[src/rtl/guess_evaluator_pkg.sv]
// Shared definitions for the guess evaluator: cell layout, colour codes,
// FSM state encoding and small row-packing helpers.
package guess_evaluator_pkg;

  localparam int CELL_W   = 7;
  localparam int WORD_LEN = 5;
  localparam int LETTER_W = 5;
  localparam int COLOUR_W = 2;

  localparam logic [COLOUR_W-1:0] COL_GREY   = 2'd0;
  localparam logic [COLOUR_W-1:0] COL_YELLOW = 2'd1;
  localparam logic [COLOUR_W-1:0] COL_GREEN  = 2'd2;
  localparam logic [COLOUR_W-1:0] COL_RED    = 2'd3;

  localparam logic [LETTER_W-1:0] LETTER_BLANK = 5'd26;
  localparam logic [LETTER_W-1:0] LETTER_MAX   = 5'd25;

  typedef enum logic [2:0] {
    ST_IDLE   = 3'd0,
    ST_GREEN  = 3'd1,
    ST_YELLOW = 3'd2,
    ST_DONE   = 3'd3,
    ST_OVER   = 3'd4
  } state_t;

  // Letter i lives at [5i+4:5i], cell i at [7i+6:7i]; index 0 is leftmost.
  typedef logic [WORD_LEN-1:0][LETTER_W-1:0] letters_t;
  typedef logic [WORD_LEN-1:0][CELL_W-1:0]   row_t;

  function automatic logic [CELL_W-1:0] make_cell(input logic [COLOUR_W-1:0] colour,
                                                  input logic [LETTER_W-1:0] letter);
    return {colour, letter};
  endfunction

  function automatic row_t blank_row();
    row_t r;
    for (int i = 0; i < WORD_LEN; i++) begin
      r[i] = make_cell(COL_GREY, LETTER_BLANK);
    end
    return r;
  endfunction

  // Drops the colour field of every cell; incoming guess colours are ignored.
  function automatic letters_t row_letters(input row_t r);
    letters_t l;
    for (int i = 0; i < WORD_LEN; i++) begin
      l[i] = r[i][LETTER_W-1:0];
    end
    return l;
  endfunction

endpackage

[src/rtl/guess_evaluator_yellow_match_finder.sv]
// Finds the lowest target position that holds the given letter and has not
// yet been claimed by a green or an earlier yellow.
module yellow_match_finder
  import guess_evaluator_pkg::*;
(
  input  logic [LETTER_W-1:0] letter,
  input  letters_t            target,
  input  logic [WORD_LEN-1:0] used_mask,
  output logic                found,
  output logic [WORD_LEN-1:0] match_onehot
);

  localparam logic [WORD_LEN-1:0] ONE = {{(WORD_LEN-1){1'b0}}, 1'b1};

  logic [WORD_LEN-1:0] free_match_s;

  // Mark every target position still carrying an unconsumed copy of the letter.
  always_comb begin
    free_match_s = {WORD_LEN{1'b0}};
    for (int j = 0; j < WORD_LEN; j++) begin
      free_match_s[j] = ~used_mask[j] & (target[j] == letter);
    end
  end

  // Isolate the lowest set bit so duplicates are consumed left to right.
  always_comb begin
    match_onehot = free_match_s & (~free_match_s + ONE);
    found        = |free_match_s;
  end

endmodule

[src/rtl/guess_evaluator.sv]
// Scores a submitted five-letter row against the target word with Wordle
// duplicate-letter rules, one column per cycle, and tracks win/lose state.
module guess_evaluator
  import guess_evaluator_pkg::*;
#(
  parameter int MAX_ROWS = 6,
  parameter int ROW_W    = 3
) (
  input  logic                         clk,
  input  logic                         clr,
  input  logic                         submit,
  input  logic [WORD_LEN*CELL_W-1:0]   guess,
  input  logic [WORD_LEN*LETTER_W-1:0] target,
  output logic [WORD_LEN*CELL_W-1:0]   result,
  output logic                         result_valid,
  output logic                         invalid,
  output logic                         busy,
  output logic [ROW_W-1:0]             row_idx,
  output logic                         win,
  output logic                         lose
);

  localparam logic [ROW_W-1:0]    MAX_ROWS_W = ROW_W'(MAX_ROWS);
  localparam logic [ROW_W-1:0]    ROW_ONE    = {{(ROW_W-1){1'b0}}, 1'b1};
  localparam logic [WORD_LEN-1:0] COL_ONE    = {{(WORD_LEN-1){1'b0}}, 1'b1};
  localparam logic [2:0]          LAST_COL   = 3'(WORD_LEN - 1);

  // FSM state
  state_t state_r;
  state_t state_next_s;

  // Latched operands and scoring state
  letters_t            guess_lat_r,  guess_lat_n;
  letters_t            target_lat_r, target_lat_n;
  logic [WORD_LEN-1:0] green_mask_r, green_mask_n;
  logic [WORD_LEN-1:0] used_mask_r,  used_mask_n;
  logic [2:0]          col_r,        col_n;
  row_t                work_r,       work_n;

  // Registered outputs
  row_t             result_r,       result_n;
  logic             result_valid_r, result_valid_n;
  logic             invalid_r,      invalid_n;
  logic             busy_r,         busy_n;
  logic [ROW_W-1:0] row_idx_r,      row_idx_n;
  logic             win_r,          win_n;
  logic             lose_r,         lose_n;

  // Combinational helpers
  logic                any_bad_s;
  logic [WORD_LEN-1:0] green_s;
  row_t                red_row_s;
  logic [WORD_LEN-1:0] col_sel_s;
  logic [LETTER_W-1:0] cur_letter_s;
  logic                cur_green_s;
  logic                found_s;
  logic [WORD_LEN-1:0] onehot_s;
  logic [WORD_LEN-1:0] claim_s;
  logic [CELL_W-1:0]   cell_s;
  logic [ROW_W-1:0]    row_inc_s;

  yellow_match_finder u_finder (
    .letter       (cur_letter_s),
    .target       (target_lat_r),
    .used_mask    (used_mask_r),
    .found        (found_s),
    .match_onehot (onehot_s)
  );

  // Whole-row checks used by the GREEN pass: letter range, exact matches, red fill.
  always_comb begin
    any_bad_s = 1'b0;
    green_s   = {WORD_LEN{1'b0}};
    red_row_s = blank_row();
    for (int i = 0; i < WORD_LEN; i++) begin
      any_bad_s    = any_bad_s | (guess_lat_r[i] > LETTER_MAX);
      green_s[i]   = (guess_lat_r[i] == target_lat_r[i]);
      red_row_s[i] = make_cell(COL_RED, guess_lat_r[i]);
    end
  end

  // Select the column under evaluation in the YELLOW pass.
  always_comb begin
    col_sel_s    = COL_ONE << col_r;
    cur_letter_s = {LETTER_W{1'b0}};
    cur_green_s  = 1'b0;
    for (int i = 0; i < WORD_LEN; i++) begin
      cur_letter_s = cur_letter_s | ({LETTER_W{col_sel_s[i]}} & guess_lat_r[i]);
      cur_green_s  = cur_green_s | (col_sel_s[i] & green_mask_r[i]);
    end
  end

  // Colour the current column; a yellow claims the matched target position.
  always_comb begin
    claim_s = {WORD_LEN{1'b0}};
    cell_s  = make_cell(COL_GREY, cur_letter_s);
    if (cur_green_s) begin
      cell_s = make_cell(COL_GREEN, cur_letter_s);
    end else if (found_s) begin
      cell_s  = make_cell(COL_YELLOW, cur_letter_s);
      claim_s = onehot_s;
    end else begin
      cell_s = make_cell(COL_GREY, cur_letter_s);
    end
  end

  // Saturating guess counter increment.
  always_comb begin
    if (row_idx_r < MAX_ROWS_W) begin
      row_inc_s = row_idx_r + ROW_ONE;
    end else begin
      row_inc_s = row_idx_r;
    end
  end

  // FSM state register.
  always_ff @(posedge clk or posedge clr) begin
    if (clr) begin
      state_r <= ST_IDLE;
    end else begin
      state_r <= state_next_s;
    end
  end

  // FSM next-state logic; win/lose are already registered when DONE is reached.
  always_comb begin
    state_next_s = state_r;
    case (state_r)
      ST_IDLE: begin
        if (submit) begin
          state_next_s = ST_GREEN;
        end else begin
          state_next_s = ST_IDLE;
        end
      end
      ST_GREEN: begin
        if (any_bad_s) begin
          state_next_s = ST_DONE;
        end else begin
          state_next_s = ST_YELLOW;
        end
      end
      ST_YELLOW: begin
        if (col_r == LAST_COL) begin
          state_next_s = ST_DONE;
        end else begin
          state_next_s = ST_YELLOW;
        end
      end
      ST_DONE: begin
        if (win_r || lose_r) begin
          state_next_s = ST_OVER;
        end else begin
          state_next_s = ST_IDLE;
        end
      end
      ST_OVER: state_next_s = ST_OVER;
      default: state_next_s = ST_IDLE;
    endcase
  end

  // FSM output logic: next values of the datapath and all registered outputs.
  always_comb begin
    guess_lat_n  = guess_lat_r;
    target_lat_n = target_lat_r;
    green_mask_n = green_mask_r;
    used_mask_n  = used_mask_r;
    col_n        = col_r;
    work_n       = work_r;
    invalid_n    = invalid_r;

    case (state_r)
      ST_IDLE: begin
        if (submit) begin
          guess_lat_n  = row_letters(guess);
          target_lat_n = target;
          invalid_n    = 1'b0;
        end else begin
          invalid_n = invalid_r;
        end
      end
      ST_GREEN: begin
        if (any_bad_s) begin
          work_n    = red_row_s;
          invalid_n = 1'b1;
        end else begin
          green_mask_n = green_s;
          used_mask_n  = green_s;
          col_n        = 3'd0;
        end
      end
      ST_YELLOW: begin
        for (int i = 0; i < WORD_LEN; i++) begin
          work_n[i] = col_sel_s[i] ? cell_s : work_r[i];
        end
        used_mask_n = used_mask_r | claim_s;
        col_n       = col_r + 3'd1;
      end
      ST_DONE: col_n = col_r;
      ST_OVER: col_n = col_r;
      default: col_n = col_r;
    endcase

    result_n       = result_r;
    result_valid_n = 1'b0;
    row_idx_n      = row_idx_r;
    win_n          = win_r;
    lose_n         = lose_r;
    busy_n         = (state_next_s == ST_GREEN) || (state_next_s == ST_YELLOW) ||
                     (state_next_s == ST_DONE);

    // Publish the row together with the counters so they agree in the DONE cycle.
    if (state_next_s == ST_DONE) begin
      result_n       = work_n;
      result_valid_n = 1'b1;
      if (state_r == ST_YELLOW) begin
        row_idx_n = row_inc_s;
        win_n     = &green_mask_r;
        lose_n    = ~(&green_mask_r) & (row_inc_s == MAX_ROWS_W);
      end else begin
        row_idx_n = row_idx_r;
      end
    end else begin
      result_n = result_r;
    end
  end

  // Datapath and output registers.
  always_ff @(posedge clk or posedge clr) begin
    if (clr) begin
      guess_lat_r    <= {(WORD_LEN*LETTER_W){1'b0}};
      target_lat_r   <= {(WORD_LEN*LETTER_W){1'b0}};
      green_mask_r   <= {WORD_LEN{1'b0}};
      used_mask_r    <= {WORD_LEN{1'b0}};
      col_r          <= 3'd0;
      work_r         <= blank_row();
      result_r       <= blank_row();
      result_valid_r <= 1'b0;
      invalid_r      <= 1'b0;
      busy_r         <= 1'b0;
      row_idx_r      <= {ROW_W{1'b0}};
      win_r          <= 1'b0;
      lose_r         <= 1'b0;
    end else begin
      guess_lat_r    <= guess_lat_n;
      target_lat_r   <= target_lat_n;
      green_mask_r   <= green_mask_n;
      used_mask_r    <= used_mask_n;
      col_r          <= col_n;
      work_r         <= work_n;
      result_r       <= result_n;
      result_valid_r <= result_valid_n;
      invalid_r      <= invalid_n;
      busy_r         <= busy_n;
      row_idx_r      <= row_idx_n;
      win_r          <= win_n;
      lose_r         <= lose_n;
    end
  end

  assign result       = result_r;
  assign result_valid = result_valid_r;
  assign invalid      = invalid_r;
  assign busy         = busy_r;
  assign row_idx      = row_idx_r;
  assign win          = win_r;
  assign lose         = lose_r;

endmodule

[config.mk]
export PLATFORM = sky130hd
export DESIGN_NAME = guess_evaluator
export DESIGN_NICKNAME = d
export VERILOG_FILES = /design/src/rtl/guess_evaluator_pkg.sv /design/src/rtl/guess_evaluator_yellow_match_finder.sv /design/src/rtl/guess_evaluator.sv
export SDC_FILE = /design/constraint.sdc
export NUM_CORES = 1
export LEC_CHECK = 0
export BUFFER_PORTS_ARGS = -buffer_cell sky130_fd_sc_hd__buf_4
export CORE_ASPECT_RATIO = 1.5
export CORE_MARGIN = 4
export CORE_UTILIZATION = 57
export CTS_BUF_LIST = sky130_fd_sc_hd__clkbuf_4 sky130_fd_sc_hd__clkbuf_8 sky130_fd_sc_hd__clkbuf_16
export DETAILED_ROUTE_END_ITERATION = 10
export PLACE_DENSITY = 0.9
export SKIP_CTS_REPAIR_TIMING = 1
export SYNTH_ARGS = -nofsm -noshare
export SYNTH_HDL_FRONTEND = slang
export SYNTH_SLANG_ARGS = --single-unit
[constraint.sdc]
create_clock -name clk -period 6.5 [get_ports clk]
set_input_delay 1.3 -clock clk [delete_from_list [all_inputs] [get_ports clk]]
set_output_delay 1.3 -clock clk [all_outputs]
set_load 0.01 [all_outputs]
==> metrics.log <==
[metrics] type of the worst setup path: reg2reg
[metrics] cell row count: 48
[metrics] count of TritonRoute iterations in the first routing pass: 8
[metrics] adder and majority cell fraction of the synthesized area: 1.13%
[metrics] hpwl dp: 12,900 um
[metrics] largest buffer count on any clock path: 2
[metrics] overall die height: 140 um
[metrics] starting density of the core: 57.9%
[metrics] startpoint type of the worst setup path: flip-flop
[metrics] number of distinct library cell variants in the gate-level netlist after synthesis: 59
[metrics] global-route wire length before repair: 29,800 um
[metrics] power density over the cells: 567 nW/um2
[metrics] total instance count after detailed placement: 910
[metrics] detailed-route wire length: 18,600 um
[metrics] synth-to-layout area growth: 20.9%
[metrics] max-cap violation count: 0
[metrics] final critical-path share of the clock period: 56.6%
[metrics] CTS buffer count: 17
[metrics] multi-input gate area in the final layout: 2880 um2
[metrics] path class of the lowest-slack min-delay path: reg2reg
[metrics] average size of a mapped cell: 9.58 um2
[metrics] cell area after synthesis: 6640 um2
[metrics] Net Count, Synth: 762
[metrics] Max Clk Rate: 0.272 GHz
[metrics] synthesized netlist cell count: 693
[metrics] vias per inst: 6.03
[metrics] number of cells in the finished layout apart from fillers: 942
[metrics] Crit. End Element: flip-flop
[metrics] peak supply drop: 0.292 mV
[metrics] clock skew after layout: 0.0115 ns
[metrics] number of nets in the final layout: 848
[metrics] xor/xnor share of the synthesized area: 4.73%
[metrics] share of layout cells above drive strength 1: 24.4%
[metrics] headroom to the max-slew limit: 36.1%
[metrics] arrival time worst endpoint: 4.02 ns
[metrics] residual antenna-violating net count after detailed routing: 0
[metrics] input/output buffers: 95
[metrics] core region area: 11,500 um2
[metrics] maximum number of pins on one net before global-route repair: 85
[metrics] most frequent cells in the layout: 202 x nand2_1, 111 x dfrtp_1, 102 x buf_4
[metrics] Max H-tree Level: 4
[metrics] vias in the first global route: 5,767
[metrics] TritonCTS clock tree: built
[metrics] Critical Path Fanout Max: 12
[metrics] Crit path required time: 6.83 ns
[metrics] average wire length per cell after detail routing: 19.8 um
[metrics] number of max-slew violations in the final report: 0
[metrics] final RePlAce weighted congestion: 0.926
[metrics] clk slew on worst S/H paths: 0.06 ns
[metrics] # setup viols final: 0
[metrics] FF/Latch Area: 3490 um2
[metrics] leak pwr: 3.93 nW
[metrics] antenna violations before repair: 0
[metrics] x dimension of the die: 96.1 um
[metrics] Setup TNS Final: 0 ns
[metrics] total overflow reported by the global router: 0
[metrics] FF+latch count, synth: 138
[metrics] number of antenna repair diodes: 0
[metrics] multiplexer share of the synthesized area: 3.86%
[metrics] vias: 5,680
[metrics] number of clock sinks seen by CTS: 138
[metrics] number of top-level pins: 106
[metrics] sequential-to-total area share from yosys stat: 52.5%
[metrics] commonest non-fill, non-tap cell in the layout: nand2_1
[metrics] final critical path time including I/O delays and setup: 3.68 ns
[metrics] unrepaired setup endpoints after global routing: no
[metrics] DRC violations left: 0
[metrics] status: finished, final reports clean
[metrics] Total Routing Usage GR: 29.2%
[metrics] most instantiated flip-flop cell in the synthesis netlist: dfrtp_1
[metrics] Ys Warns: 0
[metrics] number of synthesized flops with an enable pin: 0
[metrics] clock latency on the worst-skew pair: 0.43 ns
[metrics] Synth Area in Compound Gates: 14.5%
[metrics] full die area: 13,500 um2
[metrics] number of fillers in the final layout: 827
[metrics] root buffer cell: clkbuf_16
[metrics] slew at the pin closest to its max-slew limit: 0.958 ns
[metrics] post-synthesis share of cell area spent on and, or, nand and nor gates: 19.2%
[metrics] DRC marker count from the first detailed-route iteration: 415
[metrics] largest family of logic cells by synthesized area: simple AND/OR/NAND/NOR gates
[metrics] count of final hold-check violations: 0
[metrics] async set-or-reset flop fraction in the synthesized netlist: 100%
[power by group]
part / total [W] / switching, W / internal (W)
combinational: 0.00197 / 0.00118 / 0.000792
sequential: 0.00161 / 0.000380 / 0.00123
clock: 0.000972 / 0.000369 / 0.000603
[stage by stage]
step	setup WS (ns)	cell area [um2]	hold slack [ns]	util (%)	power, W
2_1_floorplan	1.55	6640	0.448	-	0.00290
3_3_place_gp	2.92	7430	0.451	64.8	0.00342
3_5_place_dp	2.86	7430	0.457	64.8	0.00352
4_1_cts	2.88	8030	0.467	70.0	0.00453
5_1_grt	2.57	8030	0.477	70.0	0.00482
6_report	2.82	8030	0.465	70.0	0.00456
[path summary, 6_finish.rpt]
kind | from | to | slack, ns | cells past startpoint
hold reg to reg | result[31]$_DFFE_PP1P_ | result[31]$_DFFE_PP1P_ | 0.46 | 2
hold / removal | result[31]$_DFFE_PP1P_ | result[31]$_DFFE_PP1P_ | 0.46 | 2
min in group asynchronous | clr | result[9]$_DFFE_PP0P_ | 1.10 | 2
setup reg to reg | col_r[2]$_DFFE_PP0P_ | used_mask_r[0]$_DFFE_PP0P_ | 2.82 | 9
max in group asynchronous | clr | guess_lat_r[23]$_DFFE_PP0P_ | 4.13 | 3
setup / recovery | col_r[2]$_DFFE_PP0P_ | used_mask_r[0]$_DFFE_PP0P_ | 2.82 | 9
[flip-flops by register name, indices dropped and copies added, names as in the netlist]
name          cells
work_r           29
guess_lat_r      25
state_r           3
result           35
lose              1
col_r             3
invalid           1
row_idx           3
used_mask_r       5
win               1
busy              1
green_mask_r      5
result_valid      1
target_lat_r     25
[critical path: stages (launching register included)]
cell and delay (ns):
dfrtp_1 0.66, inv_1 0.16, ha_1 0.41, and2_0 0.21, a221o_1 0.30, or2_1 0.47, xor2_2 0.26, nor4b_1 0.80
a31oi_1 0.17, mux2i_1 0.15
[cell families (layout without fill, tap and decap cells)]
logic type               count (synthesis)  after routing
XOR/XNOR                                35             35
multiplexers                            22             22
AO/OA/AOI/OAI                          135            135
AND/OR/NAND/NOR                        294            294
buffers and inverters                   63            162
flip-flops                             138            138
adder cells (fa/ha/maj)                  6              6
[cell type report]
cell class                 count  area share, %
sequential                   138           43.4
clock buffer                  21           5.98
multi-input combinational    492           35.9
tap                          150           2.34
timing repair buffer         102           9.54
clock inverter                11           1.46
inverter                      28           1.34
[routing by layer]
metal  track usage [%]  vias up  part of all wire, %
met5                 0        -                    0
met1              35.9     2800                   37
li1                  -     2571                    -
met3              5.43       56                  6.9
met2              48.3      253                   52
met4              14.8        0                  3.9
[cells in the mapped netlist (all sizes together) (5+ instances only)]
cell | instances | area share [%]
ha | 6 | 1.1
a22o | 6 | 0.79
a22oi | 14 | 1.6
buf | 12 | 1.2
o211ai | 9 | 1.0
nand2 | 203 | 12
xor2 | 13 | 1.8
nor2 | 27 | 1.5
nand4 | 6 | 0.57
and2 | 9 | 0.87
or3 | 11 | 1.1
a211oi | 5 | 0.57
a31oi | 10 | 0.94
clkbuf | 23 | 1.3
dfstp | 27 | 11
a222oi | 15 | 2.3
nand3 | 13 | 0.98
a21oi | 8 | 0.60
mux2 | 20 | 3.6
o21ai | 45 | 3.4
xnor2 | 22 | 2.9
nor2b | 5 | 0.51
inv | 26 | 1.5
a221o | 8 | 1.2
dfrtp | 111 | 42
(Power assumes the default switching activity.)
